--- config.mk ---
export PLATFORM = sky130hd
export DESIGN_NAME = mult_share_arb
export DESIGN_NICKNAME = d
export VERILOG_FILES = /design/src/rtl/mult_share_arb.sv
export SDC_FILE = /design/constraint.sdc
export NUM_CORES = 1
export LEC_CHECK = 0
export ABC_AREA = 0
export ABC_CLOCK_PERIOD_IN_PS = 4100
export BUFFER_PORTS_ARGS = -buffer_cell sky130_fd_sc_hd__buf_2
export CORE_ASPECT_RATIO = 1.1
export CORE_UTILIZATION = 43
export DETAILED_ROUTE_END_ITERATION = 7
export PLACE_DENSITY = 0.82
export SETUP_SLACK_MARGIN = 0.1
export SYNTH_ARGS = -nofsm -noshare
export SYNTH_HDL_FRONTEND = slang
export SYNTH_SLANG_ARGS = --single-unit
export TNS_END_PERCENT = 100
--- constraint.sdc ---
create_clock -name clk -period 4.1 [get_ports clk]
set_input_delay 0.41 -clock clk [delete_from_list [all_inputs] [get_ports clk]]
set_output_delay 0.41 -clock clk [all_outputs]
set_load 0.02 [all_outputs]
--- src/rtl/mult_share_arb.sv ---
// Round-robin arbiter that shares one iterative start/busy multiplier
// between two requesters: squaring path (port 0) and cube-root unit (port 1).
// It serialises requests, issues a one-cycle start pulse, watches the
// multiplier busy flag and returns the product with a per-port done pulse.
module mult_share_arb #(
  parameter int W           = 8,
  parameter int ACK_TIMEOUT = 4
) (
  input  logic           clk,
  input  logic           rst,
  input  logic [1:0]     req,
  input  logic [W-1:0]   op_a0,
  input  logic [W-1:0]   op_b0,
  input  logic [W-1:0]   op_a1,
  input  logic [W-1:0]   op_b1,
  output logic [1:0]     done,
  output logic [2*W-1:0] result,
  output logic           err,
  output logic           busy_o,
  output logic           mul_start,
  output logic [W-1:0]   mul_a,
  output logic [W-1:0]   mul_b,
  input  logic           mul_busy,
  input  logic [2*W-1:0] mul_f
);

  localparam int CW = $clog2(ACK_TIMEOUT + 1);

  typedef enum logic [2:0] {
    S_IDLE,
    S_ISSUE,
    S_WAIT_ACK,
    S_WAIT_DONE,
    S_RESPOND
  } state_t;

  state_t          state_q;
  logic            grant_q;
  logic            grant_d;
  logic            last_grant_q;
  logic [CW-1:0]   cnt_q;
  logic [CW-1:0]   cnt_inc;
  logic [1:0]      done_q;
  logic [2*W-1:0]  result_q;
  logic            err_q;
  logic            busy_q;
  logic            start_q;
  logic [W-1:0]    mul_a_q;
  logic [W-1:0]    mul_b_q;

  assign done      = done_q;
  assign result    = result_q;
  assign err       = err_q;
  assign busy_o    = busy_q;
  assign mul_start = start_q;
  assign mul_a     = mul_a_q;
  assign mul_b     = mul_b_q;

  assign cnt_inc = cnt_q + 1'b1;

  // Grant selection: a lone requester wins; on a tie the port that did not
  // win last time is served, so back-to-back ties alternate.
  always_comb begin
    grant_d = req[1] & (~req[0] | ~last_grant_q);
  end

  // Arbiter FSM with all outputs registered.
  always_ff @(posedge clk) begin
    if (rst) begin
      state_q      <= S_IDLE;
      grant_q      <= 1'b0;
      last_grant_q <= 1'b1;
      cnt_q        <= '0;
      done_q       <= 2'b00;
      result_q     <= '0;
      err_q        <= 1'b0;
      busy_q       <= 1'b0;
      start_q      <= 1'b0;
      mul_a_q      <= '0;
      mul_b_q      <= '0;
    end else begin
      case (state_q)
        S_IDLE: begin
          if (req != 2'b00) begin
            grant_q <= grant_d;
            mul_a_q <= grant_d ? op_a1 : op_a0;
            mul_b_q <= grant_d ? op_b1 : op_b0;
            start_q <= 1'b1;
            busy_q  <= 1'b1;
            state_q <= S_ISSUE;
          end
        end
        S_ISSUE: begin
          start_q <= 1'b0;
          cnt_q   <= '0;
          state_q <= S_WAIT_ACK;
        end
        S_WAIT_ACK: begin
          if (mul_busy) begin
            state_q <= S_WAIT_DONE;
          end else if (cnt_inc == CW'(ACK_TIMEOUT - 1)) begin
            // Multiplier never acknowledged the start: report a zero result.
            result_q <= '0;
            err_q    <= 1'b1;
            done_q   <= grant_q ? 2'b10 : 2'b01;
            state_q  <= S_RESPOND;
          end else begin
            cnt_q <= cnt_inc;
          end
        end
        S_WAIT_DONE: begin
          if (!mul_busy) begin
            result_q <= mul_f;
            done_q   <= grant_q ? 2'b10 : 2'b01;
            state_q  <= S_RESPOND;
          end
        end
        S_RESPOND: begin
          // Requests are ignored here so the winner has a cycle to drop req.
          done_q       <= 2'b00;
          err_q        <= 1'b0;
          last_grant_q <= grant_q;
          busy_q       <= 1'b0;
          state_q      <= S_IDLE;
        end
        default: begin
          state_q <= S_IDLE;
        end
      endcase
    end
  end

endmodule
# Word-level counts from Yosys, hierarchy flattened
# Index checks and enable logic that the tools add are counted.
# word_totals
output_inout_bits	37
in_bits	53
reg_bits	45
wordCells	68
# classes
n_mux	25
eq_ne	11
add_sub_neg	1
n_reduce_logical	16
n_bitwise	4
# ops
operator	n
16-bit two-way mux	3
16-bit one-hot mux with 2 select lines	1
3-bit two-way mux	6
8-bit two-way mux	2
3-bit one-hot mux with 4 select lines	1
2-bit nonzero test	6
2-bit inequality test, second input constant	5
3-bit by 2-bit equality test with 1-bit output, second input constant	3
3-bit AND reduction	3
2-bit two-way mux	4
4-bit AND reduction	2
1-bit one-hot mux with 2 select lines	3
2-bit one-hot mux with 3 select lines	1
3-bit one-hot mux with 2 select lines	1
2-bit AND reduction	3
3-bit by 1-bit adder with 3-bit output, second input constant	1
3-bit by 1-bit equality test with 1-bit output, second input constant	1
3-bit equality test, second input constant	1
3-bit zero test	1
1-bit two-way mux	3
3-bit inequality test, second input constant	1
3-bit nonzero test	1
1-bit inverter	2
1-bit AND	1
1-bit OR	1

# Logic depth before layout (Yosys ltp)
# Gate-level depths: netlist of run 1.
# depth
depth_word	5
ltp_mapped	7
depth_no_buf	5

# Worst setup path before layout of run 1
# OpenSTA, ideal clock, no wires.
# synth_path
path_kind	reg2reg
startpoint	register cnt_q[0]
endpoint	register result_q[0] (netlist: result[0])
setup_time_ns	0.115
stages_incl_launch_ff	8
t_required_ns	3.985
arrival_time_ns	1.340
path_buffers	2
setup_slack_ns	2.644
period_less_slack_ns	1.456
path_cell_list	dfxtp_1 -> ha_1 -> xnor2_2 -> a21o_1 -> buf_2 -> buf_2 -> nand4_1 -> o21ai_2
# synth_between
elab_chain_cells	4
# synth_rtl
element	line	rtl
start: declaration	41	logic [CW-1:0] cnt_q;
start signal: assignment	108	cnt_q <= cnt_inc;
3-bit by 1-bit adder with 3-bit output	59	assign cnt_inc = cnt_q + 1'b1;
3-bit by 2-bit equality test with 1-bit output	101	end else if (cnt_inc == CW'(ACK_TIMEOUT - 1)) begin
2-bit inequality test (no line)	-	
4-bit AND reduction (no line)	-	
end signal: assignment	113	result_q <= mul_f;
end: declaration	44	logic [2*W-1:0] result_q;
# Every way passes these cells.
# A chain may end at the register's enable or synchronous reset.

# Final worst setup path of run 1
# layout_path
startpoint	register state_q[2]
endpoint	register mul_a_q[1] (netlist: mul_a[1])
# layout_between
elab_chain_cells	2
# layout_rtl
element	line	rtl
start: declaration	37	state_t state_q;
start signal: assignment	70	state_q <= S_IDLE;
start signal: assignment	90	state_q <= S_ISSUE;
start signal: assignment	96	state_q <= S_WAIT_ACK;
3-bit zero test	82	case (state_q)
2-bit AND reduction (no line)	-	
end signal: assignment	86	mul_a_q <= grant_d ? op_a1 : op_a0;
end: declaration	48	logic [W-1:0] mul_a_q;
# Every way passes these cells.

==> results.json, run 1 <==
{
  "grt_pass1_vias": 1885,
  "via_per_inst": 5.32,
  "r2r_cells": 4,
  "setup_violations": 0,
  "die_area_um2": 5360,
  "antenna_found_initial": 0,
  "first_iter_violations": 147,
  "tns_ns": 0,
  "cts_buffers": 5,
  "htree_levels": 2,
  "cts_buffer_depth": 2,
  "io_pins": 90,
  "worst-setup-path-type": "reg -> reg",
  "ys_warn_count": 0,
  "whs_path_depth": 3,
  "slew_headroom_pct": 18.5,
  "reg2reg_slack_ns": 2.03,
  "grt_util_all_layers_pct": 18.9,
  "dp_cells": 350,
  "min_to": "result[9]$_SDFFE_PP0P_",
  "timing.final.crit_share_pct": 50.4,
  "final_cells": 358,
  "drc": 0,
  "clock_latency_ns": 0.30,
  "power_leakage_nw": 1.16,
  "power_density_nw_per_um2": 438,
  "clkTransAtPathRegs_ns": 0.09,
  "hp-class": "in -> reg",
  "cts_tree": "built",
  "start_kind": "flip-flop",
  "cts_root_buf": "clkbuf_8",
  "place_hpwl_mm": 3.39,
  "grt_pass1_wl_mm": 8.37,
  "cp-end-kind": "flip-flop",
  "grt_max_degree": 46,
  "grt_overflow": 0,
  "portBuffers": 89,
  "post_cts_buffers": 0,
  "cts_sinks": 45,
  "post_drt_wl_per_cell_um": 13.4,
  "synthesis.area_um2": 2180,
  "startpoint": "state_q[2]$_SDFFE_PP0P_",
  "wl_mm": 4.81,
  "firstDrtPassIters": 4,
  "rows": 26,
  "chipHeight_um": 76.7,
  "yosysUniqueCellTypes": 40,
  "postCtsHoldBufs": 0,
  "rsz0062_at_grt": "false",
  "grt_busiest_layer": "met2",
  "diodes": 0,
  "min_period_ns": 2.07,
  "final_cell_mix": "buf_2 (89), dfxtp_1 (45), nor2_1 (28), mux2i_1 (18)",
  "syn_to_final_growth_pct": 23.4,
  "core_region_area_um2": 4750,
  "hold_viol_final": 0,
  "fin_skew_ns": 0.00505,
  "nNetsFinal": 356,
  "use_met3_pct": 4.86,
  "finalHoldWorstSlack_ns": 0.348,
  "synth_fp_nets": 280,
  "cp_max_fo": 34,
  "vias": 1906,
  "die_w_um": 69.9,
  "worstMarginPinSlew_ns": 1.22,
  "drive_gt1_share_pct": 42.4,
  "gp_congestion": 0.794,
  "ir_drop_mv": 0.201,
  "avgSynthCellArea_um2": 9.69,
  "r2r-end": "mul_a[1]$_SDFFE_PP0P_",
  "met1_usage_pct": 21.2,
  "cp.required_ns": 4.32,
  "fmaxAchievable_mhz": 484,
  "fillers": 425,
  "cp.arrival_ns": 2.29,
  "worstHoldStart": "mul_f[9]",
  "ys_seq_area_share_pct": 41.3,
  "final_common_cell": "buf_2",
  "gr-usage-met2_pct": 34.8,
  "rr_startpoint": "state_q[2]$_SDFFE_PP0P_",
  "post_cts_resize_count": 0,
  "status": "complete, no violations",
  "synth-seq-cells": 45,
  "slew_viol_final": 0,
  "ant_nets": 0,
  "maxCapViolCount": 0,
  "initial_core_util_pct": 45.9,
  "syn_inst": 225
}
-- cell usage after synthesis, drive strengths merged --
cell type	instances	area share, %
or3b	1	0.52
buf	19	6.5
a21boi	3	1.0
o311ai	1	0.40
a211o	1	0.40
a2bb2oi	1	0.40
dfxtp	45	41
nor3	6	1.6
nand4	16	4.6
ha	2	1.1
clkbuf	1	0.17
o21ai	19	6.1
nand2b	17	5.2
nand3	1	0.23
or3	1	0.29
a21oi	6	1.5
inv	4	0.69
o221ai	1	0.40
and2b	1	0.34
mux2i	18	8.3
a2111oi	1	0.40
nor3b	2	1.2
a21o	1	0.34
a31oi	2	0.57
nor2	30	5.6
a211oi	17	8.6
nor2b	1	0.29
xnor2	1	0.75
nand2	6	1.0
-- final cells by class --
cell class	instances	area (um^2)	area share, %
clock buffer	5	68.8	2.56
clock inverter	3	68.8	2.56
sequential	45	901	33.5
timing repair buffer	89	445	16.6
tap	56	70.1	2.60
multi-input combinational	156	1120	41.7
inverter	4	15.0	0.558
-- metrics by stage --
step                total power (W)  setup WS (ns)  utilization, %  area, um^2
floorplan                  0.000731           2.64               -        2180
global placement           0.000784           2.12            53.8        2550
detailed placement         0.000793           2.02            53.8        2550
CTS                         0.00119           2.00            56.7        2690
global route                0.00124           1.73            56.7        2690
finish                      0.00118           2.03            56.7        2690
-- metal layers --
| metal | vias up | wire [um] |
|---|---|---|
| met5 | - | 0 |
| met3 | 6 | 214 |
| li1 | 954 | - |
| met4 | 0 | 46 |
| met2 | 45 | 2460 |
| met1 | 901 | 2090 |
-- power breakdown --
group | switching [W] | internal (W) | total [W]
Sequential | 0.0000287 | 0.000476 | 0.000505
Clock | 0.000152 | 0.000245 | 0.000398
Combinational | 0.000172 | 0.000104 | 0.000276
-- sequential cells by signal, indices dropped and copies added (netlist names) --
register,flops
mul_b,8
state_q,3
grant_q,1
busy_o,1
done,2
mul_start,1
err,1
last_grant_q,1
cnt_q,3
result,16
mul_a,8
-- cell families after synthesis --
kind of cell | count (synthesis) | share of synthesized area [%]
AND/OR/NAND/NOR | 82 | 20.9
buffers and inverters | 24 | 7.40
AO/OA/AOI/OAI | 53 | 20.2
XOR/XNOR | 1 | 0.746
adder cells (fa/ha/maj) | 2 | 1.15
multiplexers | 18 | 8.26
flip-flops | 45 | 41.3
-- critical path: stages (launching register included) --
cell,delay [ns]
dfxtp_1,0.41
nor3_2,0.25
and2b_1,0.97
nor2_1,0.12
a211oi_2,0.22
-- worst max path at each step --
| stage | end | slack, ns |
|---|---|---|
| final | mul_a[1]$_SDFFE_PP0P_ | 2.03 |
| after CTS | mul_a[3]$_SDFFE_PP0P_ | 2.00 |
| after global placement | mul_a[4]$_SDFFE_PP0P_ | 2.12 |
| after floorplan | result[0]$_SDFFE_PP0P_ | 2.64 |
| after global routing | mul_b[0]$_SDFFE_PP0P_ | 1.73 |
| after detailed placement | mul_b[5]$_SDFFE_PP0P_ | 2.02 |
(Power assumes the default switching activity.)
==> run 2: changes to the inputs <==
--- a/config.mk
+++ b/config.mk
@@ -5,8 +5,8 @@
 export SDC_FILE = /design/constraint.sdc
 export NUM_CORES = 1
 export LEC_CHECK = 0
-export ABC_AREA = 0
-export ABC_CLOCK_PERIOD_IN_PS = 4100
+export ABC_AREA = 1
+export ABC_CLOCK_PERIOD_IN_PS = 2100
 export BUFFER_PORTS_ARGS = -buffer_cell sky130_fd_sc_hd__buf_2
 export CORE_ASPECT_RATIO = 1.1
 export CORE_UTILIZATION = 43
==> constraint.sdc (replaced) <==
create_clock -name clk -period 2.1 [get_ports clk]
set_input_delay 0.21 -clock clk [delete_from_list [all_inputs] [get_ports clk]]
set_output_delay 0.21 -clock clk [all_outputs]
set_load 0.02 [all_outputs]
==> results.json, run 2 <==
{
  "status": "complete, no violations",
  "core_region_area_um2": 4680,
  "p_int_w": 0.00204,
  "setup_violations": 0,
  "rsz0062_at_grt": "false",
  "fmaxAchievable_mhz": 686,
  "slowest_stage": "dfxtp_1",
  "hp-class": "in -> reg",
  "hold_viol_final": 0,
  "grt_util_all_layers_pct": 18.7,
  "power_density_nw_per_um2": 1270,
  "syn_to_final_growth_pct": 26.8,
  "synthArstFlopShare_pct": 0,
  "post_dp_cell_area_um2": 2550,
  "finalInstanceArea_um2": 2690,
  "cp-end-kind": "flip-flop",
  "synthesis.area_um2": 2120,
  "gp_congestion": 0.876,
  "cts_sinks": 45,
  "synth_fp_nets": 369,
  "htree_levels": 2,
  "synth-seq-cells": 45,
  "cp_common_cell": "nand2_1",
  "post_cts_buffers": 0,
  "final_core_util_pct": 57.5,
  "wl_mm": 4.73,
  "worst-setup-path-type": "reg -> reg",
  "yosys-top-cells-count": "nor2_1 (94), nand2_1 (47), dfxtp_1 (45)",
  "nNetsFinal": 453,
  "setup_ws_ns": 0.643,
  "power_switching_w": 0.00138,
  "ys_seq_area_share_pct": 42.4,
  "cts_root_buf": "clkbuf_8",
  "critical_path.top_delay_family": "simple AND/OR/NAND/NOR gates",
  "drc": 0,
  "p_total_w": 0.00342,
  "ir_drop_mv": 0.475,
  "cts_buffer_depth": 2,
  "final_cell_mix": "nor2_1 (94), buf_2 (89), nand2_1 (47), dfxtp_1 (45), inv_1 (32)",
  "io_pins": 90,
  "final_common_cell": "nor2_1",
  "ant_nets": 0,
  "place_hpwl_mm": 3.42,
  "diodes": 0,
  "yosysMostFrequentCell": "nor2_1",
  "synth.area.top_cells": "dfxtp_1 (42%), nor2_1 (17%), nand2_1 (8.3%), o21ai_0 (6.4%), inv_1 (5.7%)",
  "grt_max_degree": 35,
  "portBuffers": 89,
  "grt_pass1_wl_mm": 7.87,
  "power_leakage_nw": 1.41,
  "syn_inst": 314,
  "synth_ff_type": "dfxtp_1",
  "drive_gt1_share_pct": 27.6,
  "worstPathCellList": "ha_1 > inv_1 > nand2_1 > nand2_1 > nand2_1 > nand2_4 > nand2_4 > inv_6 > nor2_1 > nor2_1",
  "chipHeight_um": 75.7,
  "die_area_um2": 5220,
  "dp_slack_ns": 0.637,
  "tns_ns": 0,
  "cts_tree": "built",
  "synth_top_area_share_pct": 42.4,
  "grt_pass1_vias": 1870,
  "first_iter_violations": 79,
  "avgSynthCellArea_um2": 6.76,
  "synth_top_cell_by_area": "dfxtp_1",
  "fin_skew_ns": 0.00993,
  "rows": 26,
  "combPwrFrac_pct": 41.4,
  "post_drt_wl_per_cell_um": 10.4,
  "min_period_ns": 1.46,
  "ys_warn_count": 0,
  "clkTransAtPathRegs_ns": 0.08,
  "clock_power_share_pct": 22.8,
  "largest_reg_flops": 16,
  "synth_edf_count": 0,
  "cp_max_fo": 19,
  "timing.final.crit_share_pct": 69.4,
  "slew_viol_final": 0,
  "maxCapViolCount": 0,
  "cp.arrival_ns": 1.66,
  "slowest_delay_ns": 0.37,
  "start_kind": "flip-flop",
  "postCtsHoldBufs": 0,
  "cp.required_ns": 2.30,
  "clock_latency_ns": 0.30,
  "via_per_inst": 4.75,
  "power_frac_seq_pct": 35.8,
  "initial_core_util_pct": 45.3,
  "grt_overflow": 0,
  "die_w_um": 69,
  "firstDrtPassIters": 4,
  "worstMarginPinSlew_ns": 0.542,
  "cp_num_buf_inv": 2,
  "yosysUniqueCellTypes": 24,
  "vias": 2159,
  "post_cts_resize_count": 0,
  "cts_buffers": 5,
  "slew_headroom_pct": 63.9,
  "antenna_found_initial": 0,
  "netSwitchingFraction_pct": 40.3
}
[run 2: changes by cell type in the layout (fill, tap and decap cells not counted), sizes merged, moves of 2 or more]
cell    before  now
nor2        30   98
nand2        6   53
inv          5   34
mux2i       18    0
a211oi      17    0
a21oi        6   23
nand2b      17    0
o21ai       19   35
nand4       16    1
nand3        1    8
nor3         6    2
a21boi       3    0
a31oi        2    0
nor3b        2    0
[run 2: worst paths after layout]
path / startpoint / end / slack, ns / cells past startpoint
hold reg to reg: mul_b[2]$_SDFFE_PP0P_ / mul_b[2]$_SDFFE_PP0P_ / 0.46 / 2
hold / removal: op_b0[6] / mul_b[6]$_SDFFE_PP0P_ / 0.19 / 3
setup / recovery: cnt_q[0]$_SDFFE_PP0P_ / result[7]$_SDFFE_PP0P_ / 0.64 / 10
setup reg to reg: cnt_q[0]$_SDFFE_PP0P_ / result[7]$_SDFFE_PP0P_ / 0.64 / 10
[run 2: cells by family (layout without fill, tap and decap cells)]
| kind of cell | count (synthesis) | in the layout | synth area share (%) |
|---|---|---|---|
| compound gates | 59 | 59 | 14.0 |
| fa+ha+maj | 2 | 2 | 1.18 |
| buf+inv | 46 | 131 | 10.4 |
| flops | 45 | 45 | 42.4 |
| simple gates | 162 | 162 | 31.9 |
[run 2: power groups by stage]
stage          registers [W]  clock network (W)  logic, W
3_5_place_dp         0.00124                  0   0.00142
5_1_grt              0.00125           0.000831   0.00161
3_3_place_gp         0.00123                  0   0.00139
2_1_floorplan        0.00145                  0  0.000900
4_1_cts              0.00122           0.000799   0.00142
6_report             0.00122           0.000780   0.00141
[run 2: final cells by class]
cell class	count	area, um^2
timing repair buffer	90	453
multi-input combinational	223	1000
clock buffer	5	68.8
clock inverter	3	68.8
inverter	33	129
tap	56	70.1
sequential	45	901
fill	446	1990
[run 2: worst reg2reg max path, delay by kind of cell, from the launching register on]
| kind | cells | cell delay [ns] |
|---|---|---|
| buffers and inverters | 2 | 0.13 |
| AND/OR/NAND/NOR | 7 | 0.68 |
| flip-flops | 1 | 0.37 |
| adder cells (fa/ha/maj) | 1 | 0.17 |
[run 2: through the flow]
stage	cells	hold slack (ns)
after floorplan	314	0.279
after global placement	447	0.446
after detailed placement	447	0.454
after CTS	455	0.187
after global routing	455	0.205
final	455	0.193
[run 2: per-layer routing]
| metal | share of wire (%) | track usage, % | wire, um | vias up |
|---|---|---|---|---|
| met5 | 0 | 0 | 0 | - |
| li1 | - | - | - | 1140 |
| met3 | 9.1 | 5.16 | 430 | 8 |
| met1 | 44 | 20.6 | 2060 | 914 |
| met2 | 46 | 34.6 | 2170 | 97 |
| met4 | 1.6 | 7.94 | 74 | 0 |
==> run 3: changes to the inputs <==
--- a/config.mk
+++ b/config.mk
@@ -5,13 +5,13 @@
 export SDC_FILE = /design/constraint.sdc
 export NUM_CORES = 1
 export LEC_CHECK = 0
-export ABC_AREA = 1
-export ABC_CLOCK_PERIOD_IN_PS = 2100
+export ABC_AREA = 0
+export ABC_CLOCK_PERIOD_IN_PS = 1210
 export BUFFER_PORTS_ARGS = -buffer_cell sky130_fd_sc_hd__buf_2
 export CORE_ASPECT_RATIO = 1.1
 export CORE_UTILIZATION = 43
 export DETAILED_ROUTE_END_ITERATION = 7
-export PLACE_DENSITY = 0.82
+export PLACE_DENSITY = 0.85
 export SETUP_SLACK_MARGIN = 0.1
 export SYNTH_ARGS = -nofsm -noshare
 export SYNTH_HDL_FRONTEND = slang
==> constraint.sdc (replaced) <==
create_clock -name clk -period 1.21 [get_ports clk]
set_input_delay 0.121 -clock clk [delete_from_list [all_inputs] [get_ports clk]]
set_output_delay 0.121 -clock clk [all_outputs]
set_load 0.02 [all_outputs]
==> results.json, run 3 (synthesis results as in run 1) <==
{
  "die_w_um": 69.9,
  "post_drt_wl_per_cell_um": 19.0,
  "final_common_cell": "buf_2",
  "core_region_area_um2": 4750,
  "diodes": 0,
  "timing.final.crit_share_pct": 127,
  "power_density_nw_per_um2": 1310,
  "largest_reg_flops": 16,
  "finalInstanceArea_um2": 3600,
  "worstMarginPinSlew_ns": 0.424,
  "postCtsHoldBufs": 0,
  "clkTransAtPathRegs_ns": 0.08,
  "cts_buffer_depth": 2,
  "min_period_ns": 1.53,
  "rr_startpoint": "cnt_q[0]$_SDFFE_PP0P_",
  "tns_ns": -8.84,
  "worstHoldStart": "mul_f[11]",
  "cp.arrival_ns": 1.72,
  "violations": "setup timing",
  "cp-end-kind": "flip-flop",
  "worst-setup-path-type": "reg -> reg",
  "nNetsFinal": 414,
  "place_hpwl_mm": 3.92,
  "hold_viol_final": 0,
  "cp_max_fo": 4,
  "firstDrtPassIters": 4,
  "setup_ws_ns": -0.322,
  "initial_core_util_pct": 45.9,
  "grt_pass1_vias": 2332,
  "cp.required_ns": 1.40,
  "gp_congestion": 0.864,
  "wl_mm": 7.89,
  "gr-usage-met2_pct": 47.5,
  "post_dp_cell_area_um2": 2860,
  "portBuffers": 89,
  "fillers": 294,
  "rsz0062_at_grt": "true",
  "drive_gt1_share_pct": 62.7,
  "grt_overflow": 0,
  "die_area_um2": 5360,
  "syn_to_final_growth_pct": 65.2,
  "clock_latency_ns": 0.29,
  "rows": 26,
  "startpoint": "cnt_q[0]$_SDFFE_PP0P_",
  "grt_max_degree": 17,
  "dp_slack_ns": -0.365,
  "via_per_inst": 5.71,
  "ir_drop_mv": 0.637,
  "cts_root_buf": "clkbuf_8",
  "drc": 0,
  "grt_busiest_layer": "met2",
  "slew_headroom_pct": 71.6,
  "maxCapViolCount": 0,
  "setup_violations": 42,
  "io_pins": 90,
  "power_leakage_nw": 1.56,
  "hp-class": "in -> reg",
  "fmaxAchievable_mhz": 653,
  "start_kind": "flip-flop",
  "vias": 2370,
  "use_met3_pct": 5.65,
  "first_iter_violations": 133,
  "fin_skew_ns": 0.00450,
  "finalHoldWorstSlack_ns": 0.0849,
  "chipHeight_um": 76.7,
  "grt_util_all_layers_pct": 26.2,
  "slew_viol_final": 0,
  "cts_buffers": 5,
  "htree_levels": 2,
  "grt_pass1_wl_mm": 11.2,
  "cts_tree": "built",
  "met1_usage_pct": 28.7,
  "cts_sinks": 45,
  "ant_nets": 0,
  "antenna_found_initial": 0,
  "final_cell_mix": "buf_2 (89), dfxtp_1 (40), buf_6 (25), buf_4 (21), mux2i_1 (18)",
  "status": "finished with violations"
}
==> run 3: critical path: stages (launching register included) <==
cell and delay (ns):
dfxtp_4 0.36, ha_4 0.18, xnor2_4 0.14, buf_6 0.13
a21o_4 0.26, buf_16 0.15, nand4_1 0.12, o21ai_2 0.08
==> run 3: metrics by stage <==
| step | total power (W) | utilization (%) | cells |
|---|---|---|---|
| 2_1_floorplan | 0.00251 | - | 225 |
| 3_3_place_gp | 0.00287 | 60.3 | 378 |
| 3_5_place_dp | 0.00291 | 60.3 | 378 |
| 4_1_cts | 0.00449 | 72.4 | 408 |
| 5_1_grt | 0.00492 | 75.9 | 415 |
| 6_report | 0.00474 | 75.9 | 415 |
==> run 3: cell type report <==
type	instances	area [um^2]	area share [%]
Clock buffer	7	86.3	2.40
Inverter	4	15.0	0.417
Sequential cell	45	912	25.3
Tap cell	56	70.1	1.94
Multi-Input combinational cell	156	1380	38.2
Timing Repair Buffer	147	1140	31.7
==> run 3: power breakdown <==
group | internal (W) | switching (W)
combinational | 0.00106 | 0.00100
sequential | 0.00161 | 0.000117
clock | 0.000454 | 0.000489
total | 0.00313 | 0.00161
==> run 3: path summary, 6_finish.rpt <==
check,endpoint,slack [ns],depth (start not counted)
min,result[11]$_SDFFE_PP0P_,0.08,3
max reg2reg,result[5]$_SDFFE_PP0P_,-0.32,7
max,result[5]$_SDFFE_PP0P_,-0.32,7
min reg2reg,result[11]$_SDFFE_PP0P_,0.47,2
==> run 3: timing repair <==
item	CTS	global route
setup buffers	20	8
endpoints found under the hold margin	0	0
gates cloned	4	0
endpoints found under the setup margin	44	45
pin swaps	40	13
resized for setup	62	33
==> run 3: metal layers <==
metal  share of wire (%)  vias up
li1                    -     1075
met1                  38     1162
met2                  54      105
met3                 4.8       28
met4                 3.5        0
met5                   0        -
